File: src/rtl/cache_pkg.sv
// Shared cache geometry types and helpers for the miss handler and tag arrays.
package cache_pkg;

    typedef enum logic {
        IDLE = 1'b0,
        FILL = 1'b1
    } fill_state_t;

    localparam int BLK_WORDS = 8;
    localparam int ADDR_BITS = 16;
    localparam int OFF_W     = $clog2(BLK_WORDS);
    localparam int INDEX_W   = 4;
    localparam int TAG_W     = ADDR_BITS - INDEX_W - OFF_W - 1;

    // Byte address of the first byte of the block holding addr (16-bit words).
    function automatic logic [31:0] block_base(input logic [31:0] addr, input int off_w);
        return addr & ~((32'd1 << (off_w + 1)) - 32'd1);
    endfunction

endpackage

File: src/rtl/fill_word_counter.sv
// Mod-MOD word counter: sync clear, enable, and a done flag that saturates after one full lap.
module fill_word_counter #(
    parameter int MOD = 8,
    localparam int W = $clog2(MOD)
) (
    input  logic         clk,
    input  logic         rst,
    input  logic         clr,
    input  logic         en,
    output logic [W-1:0] count,
    output logic         done
);

    always_ff @(posedge clk) begin
        if (rst || clr) begin
            count <= '0;
            done  <= 1'b0;
        end else if (en && !done) begin
            if (count == W'(MOD - 1)) begin
                count <= '0;
                done  <= 1'b1;
            end else begin
                count <= count + 1'b1;
            end
        end
    end

endmodule

File: src/rtl/cache_fill_fsm.sv
// Cache miss handler: streams one block from memory into the data array, then writes the tag.
// CRITICAL_WORD_FIRST_EN: start the block at the missing word and pulse critical_word_ready.
module cache_fill_fsm #(
    parameter int WORDS_PER_BLOCK = 8,
    parameter int MEM_LATENCY     = 4,
    parameter int ADDR_W          = 16,
    localparam int OFF_W          = $clog2(WORDS_PER_BLOCK)
) (
    input  logic              clk,
    input  logic              rst,
    input  logic              miss_detected,
    input  logic [ADDR_W-1:0] miss_address,
    output logic              fsm_busy,
    output logic              memory_request,
    output logic [ADDR_W-1:0] memory_address,
    input  logic              memory_data_valid,
    input  logic [15:0]       memory_data,
    output logic              write_data_array,
    output logic [OFF_W-1:0]  fill_word,
    output logic [15:0]       fill_data,
    output logic              write_tag_array,
    output logic              critical_word_ready
);
    import cache_pkg::*;

    if (WORDS_PER_BLOCK < 2 || (WORDS_PER_BLOCK & (WORDS_PER_BLOCK - 1)) != 0 ||
        MEM_LATENCY < 1 || ADDR_W <= OFF_W + 1 || ADDR_W > 32) begin : g_bad_cfg
        $error("cache_fill_fsm: unsupported parameter combination");
    end

    fill_state_t       state;
    logic [ADDR_W-1:0] blk_base;
    logic [OFF_W-1:0]  start_off, miss_off, req_cnt, rsp_cnt, word_k;
    logic              req_done, rsp_done, hold_off, accept, in_fill, rsp_last;

`ifdef CRITICAL_WORD_FIRST_EN
    assign miss_off            = miss_address[OFF_W:1];
    assign critical_word_ready = write_data_array && (rsp_cnt == '0);
`else
    assign miss_off            = '0;
    assign critical_word_ready = 1'b0;
`endif

    // hold_off masks the cycle right after a fill so the stalled access re-reads its tag first.
    assign in_fill          = (state == FILL);
    assign accept           = (state == IDLE) && miss_detected && !hold_off;
    assign fsm_busy         = in_fill || accept;

    assign memory_request   = in_fill && !req_done;
    assign word_k           = req_cnt + start_off;
    assign memory_address   = memory_request ? (blk_base | ADDR_W'({word_k, 1'b0})) : '0;

    assign write_data_array = in_fill && memory_data_valid && !rsp_done;
    assign fill_word        = in_fill ? OFF_W'(rsp_cnt + start_off) : '0;
    assign fill_data        = memory_data;
    assign rsp_last         = (rsp_cnt == OFF_W'(WORDS_PER_BLOCK - 1));
    assign write_tag_array  = write_data_array && rsp_last;

    fill_word_counter #(.MOD(WORDS_PER_BLOCK)) u_req_cnt (
        .clk   (clk),
        .rst   (rst),
        .clr   (accept),
        .en    (memory_request),
        .count (req_cnt),
        .done  (req_done)
    );

    fill_word_counter #(.MOD(WORDS_PER_BLOCK)) u_rsp_cnt (
        .clk   (clk),
        .rst   (rst),
        .clr   (accept),
        .en    (write_data_array),
        .count (rsp_cnt),
        .done  (rsp_done)
    );

    always_ff @(posedge clk) begin
        if (rst) begin
            state     <= IDLE;
            blk_base  <= '0;
            start_off <= '0;
            hold_off  <= 1'b0;
        end else begin
            case (state)
                IDLE: begin
                    hold_off <= 1'b0;
                    if (accept) begin
                        blk_base  <= ADDR_W'(block_base(32'(miss_address), OFF_W));
                        start_off <= miss_off;
                        state     <= FILL;
                    end
                end
                FILL: begin
                    if (write_tag_array) begin
                        state    <= IDLE;
                        hold_off <= 1'b1;
                    end
                end
                default: state <= IDLE;
            endcase
        end
    end

endmodule

File: config.mk
export PLATFORM = sky130hd
export DESIGN_NAME = cache_fill_fsm
export DESIGN_NICKNAME = d
export VERILOG_FILES = /design/src/rtl/cache_pkg.sv /design/src/rtl/fill_word_counter.sv /design/src/rtl/cache_fill_fsm.sv
export SDC_FILE = /design/constraint.sdc
export NUM_CORES = 1
export LEC_CHECK = 0
export CORE_MARGIN = 3
export CORE_UTILIZATION = 54
export CTS_BUF_LIST = sky130_fd_sc_hd__clkbuf_8
export DETAILED_ROUTE_END_ITERATION = 7
export DONT_BUFFER_PORTS = 1
export PLACE_DENSITY = 0.74
export SETUP_SLACK_MARGIN = 0.15
export SYNTH_ARGS = -nofsm -noshare
export SYNTH_HDL_FRONTEND = slang
export SYNTH_SLANG_ARGS = --single-unit
File: constraint.sdc
create_clock -name clk -period 1.2 [get_ports clk]
set_clock_uncertainty 0.1 [all_clocks]
set_input_delay 0.24 -clock clk [delete_from_list [all_inputs] [get_ports clk]]
set_output_delay 0.24 -clock clk [all_outputs]
set_load 0.05 [all_outputs]
==> impl_metrics.toml, run 1 <==
[grt]
antenna_found_initial = 0
track_usage_pct = 17.1
grt_pass1_wl_um = 3440
grt_pass1_vias = 784
grt_max_degree = 15
grt-ovfl-total = 0

[logic_synthesis]
yosysSeqAreaShare_pct = 38.0
yosys.area.top_type_share_pct = 38.0
synth_area_mm2 = 0.00116
ys_types = 22
synth_cells = 136
synth_seq_cells = 22
yosys.area.top_type = "dfxtp_1"
synth_area_leaders = "dfxtp_1 (38%), buf_4 (13%), and2_1 (9.7%), nand2_1 (8.1%), a21oi_1 (6.9%)"
synth.avg_cell_area_um2 = 8.53
yosysWarnings = 0

[clock_network]
clockBufferDepth = 2
clock_latency_ps = 260
cts_tree = "yes"
cts-htree-levels = 1
path_clk_slew_ps = 80
cts_buffers = 3
cts-root-buf = "clkbuf_8"
cts.sink_count = 22

[finish]
n_fill_cell = 98
fin_cells = 173
final_core_util_pct = 82.4
nets = 187
antennaDiodeCount = 0
layout-drive-gt1-share_pct = 69.2
area_delta_synth_final_pct = 42.3

[timing]
rsz0062_at_grt = "true"
fmax_mhz = 616
fin_setup_tns_ps = -12980
finalMaxSlewViolations = 0
period_needed_ps = 1620
tightest_slew_ps = 813
setup_viol = 44
max_slew_margin_pct = 45.8
finalCritPeriodShare_pct = 135
setup_ws_ps = -423
finalHoldViolations = 0

[die]
dieArea_mm2 = 0.00274
core_mm2 = 0.00200
die_w_um = 52.3
pin_count = 76
die_h_um = 52.3
rows = 16
start_util_pct = 57.9

[setup_path]
rrSetupSlack_ps = -330
r2r_cells = 6
crit_top_cell = "ha_4"
cp_slowest_stage_delay_ps = 390
crit_arrival_ps = 1280
worstPathMaxFanout = 4
critPathRequiredTime_ps = 860
startpoint_type = "register"
crit_path_cell_trace = "ha_4 > ha_4 > and4b_4"
critPathSlowestCell = "and4b_4"
crit_type = "register to output pin"
crit_path_end_kind = "output pin"
rr_endpoint = "blk_base[8]$_SDFFE_PP0P_"
reg2reg_from = "in_fill$_SDFF_PP0_"

[placed_design]
gp_congestion = 0.649
dp_cells = 156
hpwlAfterDp_um = 1710
io_buffers = 0

[min_path]
worstHoldPathCells = 2
hp-start = "miss_address[6]"
hold_class = "primary input to register"
min_to = "blk_base[6]$_SDFFE_PP0P_"

[detailed_routing]
ant_nets = 0
wl_um = 3280
drt-initial-drc-count = 7
via_per_inst = 5.36
drc = 0
post_drt_wl_per_cell_um = 18.9
vias = 927
drt_pass1_iterations = 4

[power_and_ir_drop]
power_leakage_uw = 0.000748
fin_total_pwr_uw = 1800
cellPowerDensity_mw_per_mm2 = 1090
vdd_drop_max_mv = 0.885

[outcome]
violations = "negative setup slack"
status = "complete, but fails checks"

[flow_run]
maxCapViolations = 0
-- synth_stat cells, drive strengths merged --
library cell and instances:
nand2 25, buf 24, dfxtp 22, and2 18, a21oi 16, nor2 9, ha 4, mux2i 4
nand2b 3, nand3b 2, nor3b 2, and2b 1, and4b 1, clkbuf 1, conb 1, inv 1
or3 1, or3b 1
-- metal layers --
metal	up-vias	track usage, %	routed length, µm
met4	0	9.36	51
met5	-	0	0
met2	39	30.6	1760
li1	434	-	-
met1	440	19.5	1290
met3	14	1.71	170
-- timing repair --
item	4_1_cts	5_1_grt
hold endpoints to repair	14	0
cloned	1	1
buffers inserted	6	4
pin swaps	12	3
hold buffers	1	0
resized for setup	25	46
endpoints found under the setup margin	44	44
-- cell families (layout without fill, tap and decap cells) --
family	count (synthesis)	in the layout	synth area share, %
AND/OR/NAND/NOR	63	63	30.1
buffers and inverters	26	35	16.9
flip-flops	22	22	38.0
AO/OA/AOI/OAI	16	16	6.90
adder cells (fa/ha/maj)	4	4	4.32
multiplexers	4	4	3.45
other	1	2	0.323
-- sequential cells by signal (all words and copies together), names as in the netlist --
signal / flops
u_req_cnt.count: 3
u_rsp_cnt.count: 3
hold_off: 1
blk_base: 12
u_rsp_cnt.done: 1
in_fill: 1
u_req_cnt.done: 1
-- cell usage in the layout, fill, tap and decap left out, drive strengths merged, types with 3 or more instances in the layout --
cell    instances
and2           18
dfxtp          22
nand2          25
ha              4
mux2i           4
buf            28
nor2            9
clkbuf          5
a21oi          16
nand2b          3
-- cell type report --
type	count	area (µm²)	area share (%)
Timing Repair Buffer	30	325	19.7
Inverter	1	7.51	0.455
Multi-Input combinational cell	89	781	47.3
Clock buffer	4	55.1	3.34
Sequential cell	22	448	27.1
Tap cell	27	33.8	2.05
-- where the power goes --
group,leakage (µW),switching [µW],internal [µW]
clock,0.0000288,238,292
sequential,0.000182,32.3,762
combinational,0.000537,257,215
total,0.000748,527,1270
-- worst max path at each step --
stage                    endpoint  slack (ps)                            start
2_1_floorplan  memory_address[10]        -180               in_fill$_SDFF_PP0_
3_3_place_gp      write_tag_array        -110  u_rsp_cnt.count[0]$_SDFFE_PP0P_
3_5_place_dp      write_tag_array        -120  u_rsp_cnt.count[0]$_SDFFE_PP0P_
4_1_cts           write_tag_array        -400  u_rsp_cnt.count[0]$_SDFFE_PP0P_
5_1_grt           write_tag_array        -450  u_rsp_cnt.count[0]$_SDFFE_PP0P_
6_report          write_tag_array        -420  u_rsp_cnt.count[0]$_SDFFE_PP0P_
-- metrics by stage --
| step | hold slack (ps) | area (µm²) | setup slack [ps] |
|---|---|---|---|
| floorplan | 202 | 1260 | -177 |
| global placement | 207 | 1230 | -106 |
| detailed placement | 205 | 1230 | -122 |
| CTS | 7.70 | 1430 | -400 |
| global route | 22.2 | 1650 | -448 |
| finish | 20.4 | 1650 | -423 |
-- critical path: cells and delay by family, from the launching register on --
kind / cells / cell delay [ps]
AND/OR/NAND/NOR: 1 / 390
adder cells (fa/ha/maj): 2 / 270
flip-flops: 1 / 360
Power figures use the tool's default switching activity.
==> inputs of run 2 (changes only) <==
Settings changed: SLEW_MARGIN set to 10.
==> results of run 2 <==
The final DEF is identical to that of run 1; final timing and power are the same.
